**src/rtl/multdiv_pkg.sv**
```systemverilog
// Shared types and constants for the multi-cycle multiply/divide sequencer.
package multdiv_pkg;

  typedef enum logic [2:0] {
    S_IDLE      = 3'd0,
    S_MUL_ITER  = 3'd1,
    S_DIV_ABS_A = 3'd2,
    S_DIV_ABS_B = 3'd3,
    S_DIV_ITER  = 3'd4,
    S_DIV_SIGN  = 3'd5,
    S_DONE      = 3'd6
  } state_t;

  localparam logic [4:0]  ALU_ADD       = 5'b00000;
  localparam logic [4:0]  ALU_SUB       = 5'b00001;
  localparam int          ITERS_DEFAULT = 32;
  localparam logic [31:0] INT_MIN       = 32'h8000_0000;

endpackage

```
**src/rtl/multdiv_counter.sv**
```systemverilog
// Iteration counter for the multiply/divide loops; clear wins over enable.
module multdiv_counter #(
  parameter logic [4:0] LAST_CNT = 5'd31
) (
  input  logic clock,
  input  logic reset,
  input  logic clr,
  input  logic en,
  output logic last
);

  logic [4:0] count;

  // count iterations, restarting whenever a new operation is accepted
  always_ff @(posedge clock or posedge reset) begin
    if (reset) begin
      count <= '0;
    end else if (clr) begin
      count <= '0;
    end else if (en) begin
      count <= count + 5'd1;
    end
  end

  // flag the final iteration so the FSM leaves the loop state
  always_comb begin
    last = (count == LAST_CNT);
  end

endmodule

```
**src/rtl/multdiv_sequencer.sv**
```systemverilog
// Multi-cycle signed multiply (Booth radix-2) / divide (restoring) controller
// that borrows one external 32-bit add/sub unit each cycle.
//
// state       | meaning
// ------------+-----------------------------------------------------------
// S_IDLE      | waiting for a start; ALU request parked at 0 + 0
// S_MUL_ITER  | one Booth step per cycle: add/sub M, then arithmetic shift
// S_DIV_ABS_A | dividend magnitude (0 - A when negative)
// S_DIV_ABS_B | divisor magnitude (0 - B when negative)
// S_DIV_ITER  | one restoring step per cycle on magnitudes
// S_DIV_SIGN  | negate quotient when operand signs differ
// S_DONE      | result valid, RDY pulse; a new start may be accepted here
module multdiv_sequencer
  import multdiv_pkg::*;
#(
  parameter int ITERS = ITERS_DEFAULT
) (
  input  logic        clock,
  input  logic        reset,
  input  logic [31:0] data_operandA,
  input  logic [31:0] data_operandB,
  input  logic        ctrl_MULT,
  input  logic        ctrl_DIV,
  output logic [31:0] data_result,
  output logic        data_exception,
  output logic        data_resultRDY,
  output logic        busy,
  output logic [31:0] alu_operandA,
  output logic [31:0] alu_operandB,
  output logic [4:0]  alu_opcode,
  input  logic [31:0] alu_result,
  input  logic        alu_overflow
);

  localparam logic [4:0] LAST_CNT = 5'(ITERS - 1);

  state_t      state, state_nx;

  // reg_a: Booth upper accumulator / division partial remainder
  // reg_q: multiplier->product low / dividend->quotient
  // reg_m: multiplicand / divisor
  logic [31:0] reg_a, reg_q, reg_m;
  logic        q_m1;
  logic        neg_a, neg_b, exc_pend;

  logic [31:0] a_nx, q_nx, m_nx;
  logic        qm1_nx, neg_a_nx, neg_b_nx, exc_pend_nx;
  logic [31:0] result_nx;
  logic        exception_nx;

  logic        accept;
  logic        cnt_en;
  logic        cnt_last;
  logic        mul_sign;
  logic [31:0] r_sh;
  logic        ge;

  multdiv_counter #(
    .LAST_CNT (LAST_CNT)
  ) u_counter (
    .clock (clock),
    .reset (reset),
    .clr   (accept),
    .en    (cnt_en),
    .last  (cnt_last)
  );

  // state register
  always_ff @(posedge clock or posedge reset) begin
    if (reset) begin
      state <= S_IDLE;
    end else begin
      state <= state_nx;
    end
  end

  // next state, ALU request and next datapath values
  always_comb begin
    state_nx     = state;
    accept       = 1'b0;
    alu_operandA = '0;
    alu_operandB = '0;
    alu_opcode   = ALU_ADD;
    a_nx         = reg_a;
    q_nx         = reg_q;
    m_nx         = reg_m;
    qm1_nx       = q_m1;
    neg_a_nx     = neg_a;
    neg_b_nx     = neg_b;
    exc_pend_nx  = exc_pend;
    result_nx    = data_result;
    exception_nx = data_exception;
    mul_sign     = 1'b0;
    r_sh         = '0;
    ge           = 1'b0;

    case (state)
      S_IDLE, S_DONE: begin
        if (ctrl_MULT) begin
          accept   = 1'b1;
          state_nx = S_MUL_ITER;
          a_nx     = '0;
          q_nx     = data_operandB;
          qm1_nx   = 1'b0;
          m_nx     = data_operandA;
        end else if (ctrl_DIV) begin
          accept      = 1'b1;
          state_nx    = S_DIV_ABS_A;
          a_nx        = '0;
          q_nx        = data_operandA;
          qm1_nx      = 1'b0;
          m_nx        = data_operandB;
          neg_a_nx    = data_operandA[31];
          neg_b_nx    = data_operandB[31];
          exc_pend_nx = (data_operandB == '0) ||
                        ((data_operandA == INT_MIN) && (data_operandB == '1));
        end else if (state == S_DONE) begin
          state_nx = S_IDLE;
        end
      end

      S_MUL_ITER: begin
        alu_operandA = reg_a;
        case ({reg_q[0], q_m1})
          2'b01: begin
            alu_operandB = reg_m;
            alu_opcode   = ALU_ADD;
          end
          2'b10: begin
            alu_operandB = reg_m;
            alu_opcode   = ALU_SUB;
          end
          default: begin
            alu_operandB = '0;
            alu_opcode   = ALU_ADD;
          end
        endcase
        // true sign of the 33-bit sum, so M = INT_MIN shifts correctly
        mul_sign = alu_result[31] ^ alu_overflow;
        a_nx     = {mul_sign, alu_result[31:1]};
        q_nx     = {alu_result[0], reg_q[31:1]};
        qm1_nx   = reg_q[0];
        if (cnt_last) begin
          state_nx     = S_DONE;
          result_nx    = q_nx;
          exception_nx = (a_nx != {32{q_nx[31]}});
        end
      end

      S_DIV_ABS_A: begin
        alu_operandB = reg_q;
        alu_opcode   = neg_a ? ALU_SUB : ALU_ADD;
        q_nx         = alu_result;
        state_nx     = S_DIV_ABS_B;
      end

      S_DIV_ABS_B: begin
        alu_operandB = reg_m;
        alu_opcode   = neg_b ? ALU_SUB : ALU_ADD;
        m_nx         = alu_result;
        state_nx     = S_DIV_ITER;
      end

      S_DIV_ITER: begin
        r_sh         = {reg_a[30:0], reg_q[31]};
        alu_operandA = r_sh;
        alu_operandB = reg_m;
        alu_opcode   = ALU_SUB;
        // unsigned r_sh >= reg_m from the signed difference
        ge   = (r_sh[31] == reg_m[31]) ? ~alu_result[31] : r_sh[31];
        a_nx = ge ? alu_result : r_sh;
        q_nx = {reg_q[30:0], ge};
        if (cnt_last) begin
          state_nx = S_DIV_SIGN;
        end
      end

      S_DIV_SIGN: begin
        alu_operandB = reg_q;
        alu_opcode   = (neg_a ^ neg_b) ? ALU_SUB : ALU_ADD;
        q_nx         = alu_result;
        result_nx    = exc_pend ? '0 : alu_result;
        exception_nx = exc_pend;
        state_nx     = S_DONE;
      end

      default: begin
        state_nx = S_IDLE;
      end
    endcase
  end

  // datapath and result registers
  always_ff @(posedge clock or posedge reset) begin
    if (reset) begin
      reg_a          <= '0;
      reg_q          <= '0;
      reg_m          <= '0;
      q_m1           <= 1'b0;
      neg_a          <= 1'b0;
      neg_b          <= 1'b0;
      exc_pend       <= 1'b0;
      data_result    <= '0;
      data_exception <= 1'b0;
    end else begin
      reg_a          <= a_nx;
      reg_q          <= q_nx;
      reg_m          <= m_nx;
      q_m1           <= qm1_nx;
      neg_a          <= neg_a_nx;
      neg_b          <= neg_b_nx;
      exc_pend       <= exc_pend_nx;
      data_result    <= result_nx;
      data_exception <= exception_nx;
    end
  end

  // status decoded from the state register
  always_comb begin
    cnt_en         = (state == S_MUL_ITER) || (state == S_DIV_ITER);
    data_resultRDY = (state == S_DONE);
    busy           = (state != S_IDLE) && (state != S_DONE);
  end

endmodule

```
**config.mk**
```make
export PLATFORM = sky130hd
export DESIGN_NAME = multdiv_sequencer
export DESIGN_NICKNAME = d
export VERILOG_FILES = /design/src/rtl/multdiv_pkg.sv /design/src/rtl/multdiv_counter.sv /design/src/rtl/multdiv_sequencer.sv
export SDC_FILE = /design/constraint.sdc
export NUM_CORES = 1
export LEC_CHECK = 0
export ABC_AREA = 1
export CORE_ASPECT_RATIO = 1.75
export CORE_MARGIN = 2
export CORE_UTILIZATION = 50
export CTS_CLUSTER_SIZE = 24
export DETAILED_ROUTE_END_ITERATION = 10
export PLACE_DENSITY = 0.82
export SETUP_SLACK_MARGIN = 0.05
export SYNTH_ARGS = -nofsm -noshare
export SYNTH_HDL_FRONTEND = slang
export SYNTH_HIERARCHICAL = 1
export SYNTH_SLANG_ARGS = --single-unit
```
**constraint.sdc**
```tcl
create_clock -name clock -period 6.6 [get_ports clock]
set_input_delay 1.32 -clock clock [delete_from_list [all_inputs] [get_ports clock]]
set_output_delay 1.32 -clock clock [all_outputs]
set_load 0.005 [all_outputs]
```
# [Word level (Yosys, flattened, before mapping)]
# Cells that the tools add are included.
[op_classes] n_eq_ne=18 reduce_logical=24 mux=38 n_addsub=1 bitwise=4
[op_table] op="$mux W32" count=10
[op_table] op="$pmux W32 S2" count=3
[op_table] op="$pmux W32 S3" count=2
[op_table] op="$pmux W32 S4" count=1
[op_table] op="$eq A32 B32 Y1 const B" count=2
[op_table] op="$logic_not A32 Y1" count=1
[op_table] op="$ne A32 B32 Y1" count=1
[op_table] op="$pmux W3 S6" count=1
[op_table] op="$mux W3" count=5
[op_table] op="$mux W1" count=11
[op_table] op="$mux W5" count=2
[op_table] op="$reduce_and A2 Y1" count=5
[op_table] op="$eq A3 B3 Y1 const B" count=3
[op_table] op="$reduce_bool A2 Y1" count=4
[op_table] op="$reduce_or A2 Y1" count=4
[op_table] op="$eq A3 B2 Y1 const B" count=2
[op_table] op="$ne A3 B3 Y1 const B" count=2
[op_table] op="$reduce_and A3 Y1" count=2
[op_table] op="$reduce_bool A3 Y1" count=2
[op_table] op="$add A5 B1 Y5 const B" count=1
[op_table] op="$eq A5 B5 Y1 const B" count=1
[op_table] op="$pmux W1 S5" count=1
[op_table] op="$ne A2 B2 Y1 const B" count=2
[op_table] op="$ne A4 B4 Y1 const B" count=1
[op_table] op="other kinds (11)" count=16
[totals] regBits=141 output_inout_bits=104 in_bits=101 elab_cells=96

# [Depth between registers and ports, before layout]
# Gate-level depths: netlist of the first run.
[logic_depth] ltp_word=5 mapped_depth=12 depth_no_buf=11

# [By module]
# Netlist of the first run, hierarchy kept.
[by_module_without_submodules] mod="multdiv_sequencer" area_each_um2=9341.5 n_inst=1 seq_area_each_um2=3403.3 cells_each=1481
[by_module_without_submodules] mod="multdiv_counter" area_each_um2=274.0 n_inst=1 seq_area_each_um2=125.1 cells_each=32

# [Least setup slack after synthesis of the first run]
# No wires, ideal clock.
[synth_timing] path_kind="reg2out" from="register state[2]" to="output port alu_operandB[19]" path_stages_with_launch=9 t_required_ns=5.280 path_slack_ns=3.905 t_arrival_ns=1.375 n_path_buf=3 cell_sequence="dfrtp_1 buf_4 inv_2 nand3_2 nand2_4 inv_2 buf_2 buf_4 o22ai_1"
[synth_between] elab_chain_cells=3 elab_cells_between_ends=8 classes_between="eq/ne: 5; mux: 1; reduce/logical: 2"
[synth_lines] item="start: declaration" line_no="multdiv_sequencer.sv:37" text="state_t state, state_nx;"
[synth_lines] item="start signal: assignment" line_no="multdiv_sequencer.sv:73" text="state <= state_nx;"
[synth_lines] item="$eq A3 B3 Y1 or $eq A3 B2 Y1 (tied branches)" line_no="multdiv_sequencer.sv:97" text="case (state)"
[synth_lines] item="$reduce_or A2 Y1 (no line)"
[synth_lines] item="$pmux W32 S3 (*)" line_no="multdiv_sequencer.sv:97"
[synth_lines] item="end: declaration" line_no="multdiv_sequencer.sv:29" text="output logic [31:0] alu_operandB,"
# Every way passes the cells marked *; elsewhere a longest branch is shown, timed or not.

# [Worst setup path in the final report of the first run]
[layout_timing] from="register state[1]" to="output port alu_operandB[21]"
# The elaborated chain is that of the path after synthesis.

==> impl_metrics.json, run 1 <==
{
  "status": "completed",
  "timing.fmax_mhz": 209,
  "critical-path-max-stage-delay_ps": 800,
  "peakVddDrop_mv": 0.307,
  "yosysUniqueCellTypes": 36,
  "synth_seq_cells": 141,
  "synth.mux.area_fraction": 0,
  "grt_pass1_wl_um": 52500,
  "viasPerCell": 5.68,
  "drive_gt1_frac": 0.0445,
  "syn2layout_area_growth_pct": 27.6,
  "total_leakage_power_nw": 5.93,
  "relSlewSlack": 0.161,
  "grt_pass1_vias": 10200,
  "h-tree-depth": 4,
  "ys_warn_count": 6,
  "clk_pin_slew_ps": 60,
  "worst_pin_slew_ps": 1250,
  "endpoint_kind": "primary output",
  "start_util": 0.505,
  "startpoint_type": "flip-flop",
  "fp-row-count": 67,
  "drt_iter0_drc": 939,
  "clkSinkCount": 141,
  "p_per_area_nw_per_um2": 499,
  "pre_cts_ws_ps": 2350,
  "io_pins": 205,
  "cts_root_buffer": "clkbuf_16",
  "dr.pass1.iters": 8,
  "coreArea_um2": 19000,
  "yosysTopAreaCellShare": 0.367,
  "synth-compound-area-share": 0.186,
  "wirelength_um": 33400,
  "synth-main-ff-cell": "dfrtp_1",
  "utilization": 0.645,
  "dpl_cell_area_um2": 11600,
  "worst-path-buf-inv": 3,
  "final_cells": 1905,
  "hold_slack_ps": 488,
  "worstSkewPairLatency_ps": 440,
  "post-synth-top-count-cell": "nand2_1",
  "synth.area.top_cells": "dfrtp_1, nand2_1, nor2_1",
  "via_count": 10800,
  "track_usage": 0.331,
  "postRouteAntennaNets": 0,
  "finalWorstSetupSlack_ps": 1820,
  "slowest_stage": "inv_2",
  "synth_area_leader_cell": "dfrtp_1",
  "skew_ps": 8.94,
  "synth-adder-area-share": 0.00390,
  "setup_viol": 0,
  "synthCells": 1513,
  "cts_buffer_depth": 2,
  "fp.dieW_um": 109,
  "final_max_slew_viol_count": 0,
  "dp_cells": 1872,
  "finalNetCount": 1754,
  "setup_tns_ps": 0,
  "p_total_mw": 6.13,
  "post_cts_resized": 0,
  "cts_tree": "yes",
  "hold_path_class": "reg2reg",
  "synth_top_family_by_area": "simple AND/OR/NAND/NOR gates",
  "ys_top_cells_by_count": "nand2_1, nor2_1, inv_1",
  "dp_hpwl_um": 23600,
  "synth_async_sr_flop_share": 1.00,
  "grt_max_degree": 111,
  "crit_chain": "nor2_2, nand2_2, inv_2, a21oi_2, buf_4, o21ai_0, clkdlybuf4s50_1",
  "synth-xor-area-share": 0.000911,
  "avgSynthCellArea_um2": 6.36,
  "synth_area_um2": 9620,
  "cts_buffers": 17,
  "crit_family": "buffers and inverters",
  "remaining_drc_errors": 0,
  "synth-simple-area-share": 0.331,
  "crit_arrival_ps": 3460,
  "critPathKind": "reg2out",
  "post_cts_buffers": 0,
  "gr-total-overflow": 0,
  "antenna_found_initial": 1,
  "synth_edf_count": 0,
  "place_congestion": 0.958,
  "min_period_over_period": 0.724,
  "rsz0062_at_grt": "no",
  "wl_per_cell_um": 17.6,
  "hold_viol": 0,
  "worstPathRequired_ps": 5280,
  "cp_max_fo": 45,
  "cap_viol_max_count": 0,
  "portBuffers": 200,
  "ctsHoldBuffers": 0,
  "die-area_um2": 20400,
  "postLayoutCellArea_um2": 12300,
  "period_minus_slack_ps": 4780,
  "synth_seq_area_share": 0.367,
  "die_height_um": 187
}
[sequential cells by signal (all words and copies together), names as in the netlist]
register and count:
data_exception 1, q_m1 1, data_result 32, exc_pend 1, neg_a 1, neg_b 1, state 3, u_counter/count 5
reg_q 32, reg_a 32, reg_m 32
[report_power, final]
group,switching [mW],internal (mW)
Clock,0.402,0.761
Combinational,2.00,1.34
Sequential,0.321,1.30
Total,2.72,3.40
[final cells by class]
class / instances / area (um2)
Clock inverter: 13 / 262
Inverter: 165 / 622
Antenna cell: 1 / 2.50
Multi-Input combinational cell: 1117 / 5060
Timing Repair Buffer: 208 / 2060
Sequential cell: 141 / 3530
Tap cell: 241 / 302
Fill cell: 1685 / 6760
Clock buffer: 19 / 443
[routing by layer]
layer	part of all wire	global-route usage	vias up
met3	0.083	0.0519	103
li1	-	-	5117
met2	0.50	0.550	594
met4	0.041	0.149	0
met5	0	0	-
met1	0.38	0.417	5006
[tightest hold or removal path, cell delays in order (launching register included)]
cell and delay [ps]:
dfrtp_1 350, nand2_1 50, nand2_1 60
[final timing paths]
check                                            from                             end  slack, ps  depth (start not counted)
worst min register to register  reg_a[31]$_DFFE_PP0P_           reg_a[31]$_DFFE_PP0P_        490                          2
worst max register to register   state[1]$_DFFE_PP0P_           reg_a[30]$_DFFE_PP0P_       3080                          7
worst min-delay path            reg_a[31]$_DFFE_PP0P_           reg_a[31]$_DFFE_PP0P_        490                          2
max in group asynchronous                       reset      data_result[9]$_DFFE_PP0P_       4190                          3
min in group asynchronous                       reset  u_counter/count[3]$_DFFE_PP0P_       1220                          2
worst max-delay path             state[1]$_DFFE_PP0P_                alu_operandB[21]       1820                          7
[cell families (layout without fill, tap and decap cells)]
group	count (synthesis)	after routing
other cells	1	5
buf+inv	258	405
xor+xnor	1	1
flops	141	141
compound gates	305	305
fa+ha+maj	3	3
simple gates	804	804
[cells in the final DEF (no fill, tap or decap), types with 3 or more instances in the layout]
cell type / netlist / routed
a21oi_1: 6 / 4
a31oi_1: 32 / 32
buf_4: 8 / 8
bufinv_16: 0 / 7
clkbuf_16: 0 / 17
clkdlybuf4s50_1: 0 / 199
clkinv_4: 0 / 4
conb_1: 1 / 4
dfrtp_1: 141 / 141
ha_1: 3 / 3
inv_1: 153 / 152
inv_2: 11 / 11
nand2_1: 558 / 558
nand2_2: 4 / 4
nand3_1: 57 / 57
nor2_1: 167 / 166
nor2_2: 5 / 6
o211ai_1: 54 / 54
o21ai_0: 107 / 107
o21ai_1: 51 / 51
o22ai_1: 49 / 49
No activity file was read; power rests on OpenSTA's default activity.
==> run 2: changes to the inputs <==
==> constraint.sdc (replaced) <==
create_clock -name clock -period 4.8 [get_ports clock]
set_input_delay 0.96 -clock clock [delete_from_list [all_inputs] [get_ports clock]]
set_output_delay 0.96 -clock clock [all_outputs]
set_load 0.005 [all_outputs]
==> run 2 against run 1 <==
Count of clock-buffer cells in the layout rose by 5. Cell count rose by 0.47%. Flip-flop and latch count did not move. Largest cell class unchanged. Core utilization barely moved. Register-to-register slack got worse by 1300 ps.
==> impl_metrics.json, run 2 (same netlist as run 1, synthesis figures left out) <==
{
  "status": "completed",
  "coreArea_um2": 19000,
  "fp-row-count": 67,
  "ctsHoldBuffers": 0,
  "n_fill_cell": 1734,
  "crit_arrival_ps": 3120,
  "multi_input_area_um2": 5050,
  "die-area_um2": 20400,
  "die_height_um": 187,
  "worstSkewPairLatency_ps": 430,
  "period_minus_slack_ps": 4080,
  "cts_buffer_depth": 2,
  "cts_root_buffer": "clkbuf_16",
  "grt_pass1_wl_um": 52900,
  "min_period_over_period": 0.851,
  "worst_pin_slew_ps": 1120,
  "start_util": 0.505,
  "cap_viol_max_count": 0,
  "hold_viol": 0,
  "skew_ps": 9.46,
  "crit_chain": "nor2_2, nand2_2, inv_2, buf_4, buf_4, a21oi_1, nand3_1, clkdlybuf4s50_1",
  "via_count": 10800,
  "remaining_drc_errors": 0,
  "peakVddDrop_mv": 0.339,
  "path_common_cell": "buf_4",
  "clk_pin_slew_ps": 60,
  "hold_slack_ps": 492,
  "layout_common_cells": "nand2_1, clkdlybuf4s50_1, nor2_1",
  "total_leakage_power_nw": 5.94,
  "wirelength_um": 33800,
  "gr-total-overflow": 0,
  "mostFrequentLayoutCell": "nand2_1",
  "cts_buffers": 17,
  "drt_iter0_drc": 1053,
  "post_cts_buffers": 0,
  "cp_max_fo": 27,
  "p_per_area_nw_per_um2": 678,
  "startpoint_type": "flip-flop",
  "worstPathRequired_ps": 3840,
  "syn2layout_area_growth_pct": 27.6,
  "relSlewSlack": 0.246,
  "final_max_slew_viol_count": 0,
  "slowest_stage": "clkdlybuf4s50_1",
  "postRouteAntennaNets": 0,
  "h-tree-depth": 4,
  "clkSinkCount": 141,
  "grt_max_degree": 109,
  "setup_tns_ps": 0,
  "timing.fmax_mhz": 245,
  "hold_path_class": "reg2reg",
  "regArea_um2": 3530,
  "io_pins": 205,
  "portBuffers": 200,
  "wl_per_cell_um": 17.7,
  "endpoint_kind": "primary output",
  "finalNetCount": 1763,
  "place_congestion": 0.980,
  "setup_viol": 0,
  "antenna_found_initial": 1,
  "track_usage": 0.334,
  "viasPerCell": 5.66,
  "dr.pass1.iters": 7,
  "rsz0062_at_grt": "no",
  "critical-path-max-stage-delay_ps": 520,
  "post_cts_resized": 0,
  "fp.dieW_um": 109,
  "critPathKind": "reg2out",
  "cts_tree": "yes",
  "grt_pass1_vias": 9970,
  "dp_hpwl_um": 24600,
  "drive_gt1_frac": 0.0484
}
-- run 2: cell count changes in the layout (fill, tap and decap cells not counted), sizes merged --
cell	before	now
clkinv	5	3
clkbuf	19	24
bufinv	7	4
buf	9	18
-- run 2: stage by stage --
stage | power [mW] | utilization | worst slack (ps) | cells | area, um2
floorplan | 4.94 | - | 201 | 1516 | 9630
global placement | 6.69 | 0.611 | 1290 | 1881 | 11600
detailed placement | 6.80 | 0.611 | 1260 | 1881 | 11600
CTS | 8.27 | 0.645 | 770 | 1913 | 12300
global route | 8.89 | 0.645 | 600 | 1914 | 12300
finish | 8.32 | 0.645 | 716 | 1914 | 12300
-- run 2: routing by layer --
metal	GRT usage	vias to the layer above	wire (um)
met5	0	-	0
met4	0.150	0	1450
met3	0.0502	110	2890
met2	0.541	601	16500
met1	0.435	4984	12900
li1	-	5131	-
-- run 2: final timing paths --
check / slack, ps / cells after the start / from / to
hold reg to reg: 490 / 2 / u_counter/count[4]$_DFFE_PP0P_ / u_counter/count[4]$_DFFE_PP0P_
setup reg to reg: 1820 / 8 / state[2]$_DFFE_PP0P_ / reg_a[9]$_DFFE_PP0P_
max in group asynchronous: 2760 / 3 / reset / reg_q[4]$_DFFE_PP0P_
setup / recovery: 720 / 8 / state[1]$_DFFE_PP0P_ / alu_opcode[0]
hold / removal: 490 / 2 / u_counter/count[4]$_DFFE_PP0P_ / u_counter/count[4]$_DFFE_PP0P_
min in group asynchronous: 860 / 2 / reset / u_counter/count[4]$_DFFE_PP0P_
-- run 2: power breakdown --
part	leakage (nW)	total (mW)	internal (mW)	switching, mW
Combinational	3.92	4.63	1.88	2.75
Sequential	1.71	2.23	1.78	0.446
Clock	0.311	1.46	0.930	0.531
Total	5.94	8.32	4.59	3.73
-- run 2: critical path, delay by kind of cell (launching register included) --
family                 cells  cell delay [ps]
AND/OR/NAND/NOR            3              860
AO/OA/AOI/OAI              1              100
flip-flops                 1              440
buffers and inverters      4             1270
-- run 2: area by class of cell --
cell class | instances | share of cell area
Multi-Input combinational cell | 1117 | 0.411
Sequential cell | 141 | 0.287
Timing Repair Buffer | 217 | 0.173
Inverter | 165 | 0.0507
Clock buffer | 24 | 0.0401
Tap cell | 241 | 0.0246
Clock inverter | 8 | 0.0125
Antenna cell | 1 | 0.000204
==> run 3: changes to the inputs <==
--- a/config.mk
+++ b/config.mk
@@ -11,6 +11,8 @@
 export CORE_UTILIZATION = 50
 export CTS_CLUSTER_SIZE = 24
 export DETAILED_ROUTE_END_ITERATION = 10
+export GPL_TIMING_DRIVEN = 0
+export HOLD_SLACK_MARGIN = 0.08
 export PLACE_DENSITY = 0.82
 export SETUP_SLACK_MARGIN = 0.05
 export SYNTH_ARGS = -nofsm -noshare
==> run 3 against run 2 <==
Worst setup slack better by 34 ps. Die area unchanged. Hold slack about the same. Register-to-register slack better by 930 ps. Global-route usage up 5.7 points. Via count up 6.5%. Design area up 2.2%. Flip-flop and latch count unchanged. Cell count up 3.9%. Combinational power up 9.1%. Critical endpoint is now alu_operandB[29]. Clock skew down 2.8 ps.
==> impl_metrics.json, run 3 (same netlist as run 1, synthesis figures left out) <==
{
  "peakVddDrop_mv": 0.395,
  "gr-total-overflow": 0,
  "timing.fmax_mhz": 247,
  "setup_viol": 0,
  "critPathKind": "reg2out",
  "viasPerCell": 5.80,
  "dp_hpwl_um": 30200,
  "clkSinkCount": 141,
  "cts_buffers": 17,
  "clk_pin_slew_ps": 60,
  "ctsHoldBuffers": 0,
  "postRouteAntennaNets": 0,
  "worstSkewPairLatency_ps": 440,
  "p_int_mw": 4.57,
  "fp.dieW_um": 109,
  "syn2layout_area_growth_pct": 30.5,
  "hold_viol": 0,
  "antenna_found_initial": 0,
  "mostFrequentLayoutCell": "nand2_1",
  "h-tree-depth": 4,
  "seqPwrFrac": 0.258,
  "pre_cts_ws_ps": 1290,
  "endpoint_kind": "primary output",
  "die_height_um": 187,
  "hold_slack_ps": 491,
  "cap_viol_max_count": 0,
  "wirelength_um": 39100,
  "post_cts_buffers": 0,
  "cts_tree": "yes",
  "drt_iter0_drc": 1198,
  "wl_met3_um": 3190,
  "comb_power_share": 0.585,
  "p_per_area_nw_per_um2": 687,
  "routed.top_layer": "met4",
  "min_period_over_period": 0.844,
  "finalNetCount": 1839,
  "track_usage": 0.391,
  "place_congestion": 0.962,
  "io_pins": 205,
  "p_clk_frac": 0.156,
  "coreArea_um2": 19000,
  "cts_root_buffer": "clkbuf_16",
  "p_sw_frac": 0.470,
  "startpoint_type": "flip-flop",
  "remaining_drc_errors": 0,
  "grt_pass1_wl_um": 60100,
  "skew_ps": 6.64,
  "portBuffers": 199,
  "rsz0062_at_grt": "no",
  "cts_buffer_depth": 2,
  "relSlewSlack": 0.501,
  "post_cts_resized": 0,
  "die-area_um2": 20400,
  "start_util": 0.505,
  "status": "completed",
  "total_leakage_power_nw": 6.12,
  "drive_gt1_frac": 0.0698,
  "power.switching_mw": 4.05,
  "grt_pass1_vias": 11300,
  "m1WireLength_um": 13900,
  "grt_max_degree": 70,
  "finalWorstSetupSlack_ps": 750,
  "worst_pin_slew_ps": 749,
  "wl_per_cell_um": 19.7,
  "wl_met2_um": 20000,
  "worstPathRequired_ps": 3840,
  "diodes": 0,
  "fp-row-count": 67,
  "hold_path_class": "reg2reg",
  "dr.pass1.iters": 6,
  "cp_max_fo": 10,
  "final_max_slew_viol_count": 0,
  "layout_common_cells": "nand2_1, clkdlybuf4s50_1, nor2_1",
  "crit_arrival_ps": 3090,
  "via_count": 11500,
  "period_minus_slack_ps": 4050
}
[run 3: cell count changes in the layout (fill, tap and decap cells not counted), moves of 2 or more]
cell,previous run,this run
buf_1,0,6
a21oi_1,4,6
buf_4,17,8
buf_2,1,49
clkinv_4,2,0
clkbuf_1,3,29
clkinvlp_4,1,7
clkinv_2,0,2
inv_6,1,3
bufinv_16,4,2
clkbuf_8,4,2
[run 3: per-layer routing]
| metal | track usage | up-vias |
|---|---|---|
| li1 | - | 5296 |
| met1 | 0.452 | 5384 |
| met2 | 0.663 | 697 |
| met3 | 0.0652 | 152 |
| met4 | 0.233 | 0 |
| met5 | 0 | - |
[run 3: worst paths after layout]
path | from | endpoint | slack [ps] | cells after the start
worst max-delay path | state[1]$_DFFE_PP0P_ | alu_operandB[29] | 750 | 7
worst min-delay path | u_counter/count[4]$_DFFE_PP0P_ | u_counter/count[4]$_DFFE_PP0P_ | 490 | 2
worst max register to register | u_counter/count[0]$_DFFE_PP0P_ | data_result[29]$_DFFE_PP0P_ | 2750 | 10
worst min register to register | u_counter/count[4]$_DFFE_PP0P_ | u_counter/count[4]$_DFFE_PP0P_ | 490 | 2
max in group asynchronous | reset | reg_m[9]$_DFFE_PP0P_ | 2970 | 3
min in group asynchronous | reset | u_counter/count[2]$_DFFE_PP0P_ | 860 | 2
[run 3: power groups by stage]
| stage | Sequential (mW) | Combinational [mW] | Clock [mW] |
|---|---|---|---|
| floorplan | 2.09 | 2.85 | 0 |
| global placement | 2.21 | 4.84 | 0 |
| global route | 2.27 | 5.51 | 1.39 |
| detailed placement | 2.22 | 4.93 | 0 |
| CTS | 2.20 | 4.96 | 1.35 |
| finish | 2.23 | 5.05 | 1.35 |
[run 3: area by class of cell]
type,instances,area (um2)
fill,1811,6480
multi-input combinational,1117,5030
sequential,141,3530
timing repair buffer,200,2020
inverter,165,624
clock buffer,19,453
buffer,93,448
tap,241,302
clock inverter,13,140
[run 3: worst max-delay path, stage by stage (launching register included)]
cell	delay [ps]
dfrtp_1	480
nor2_2	120
nand2_2	210
inv_2	160
a21oi_1	580
buf_2	390
o22ai_1	200
clkdlybuf4s50_1	490
[run 3: through the flow]
stage / utilization / power [mW] / instances / area [um2] / setup TNS (ps)
floorplan: - / 4.94 / 1516 / 9630 / 0
global placement: 0.626 / 7.04 / 1956 / 11900 / -275530
detailed placement: 0.628 / 7.15 / 1957 / 12000 / 0
CTS: 0.659 / 8.51 / 1989 / 12500 / 0
global route: 0.659 / 9.17 / 1989 / 12500 / 0
finish: 0.659 / 8.62 / 1989 / 12500 / 0
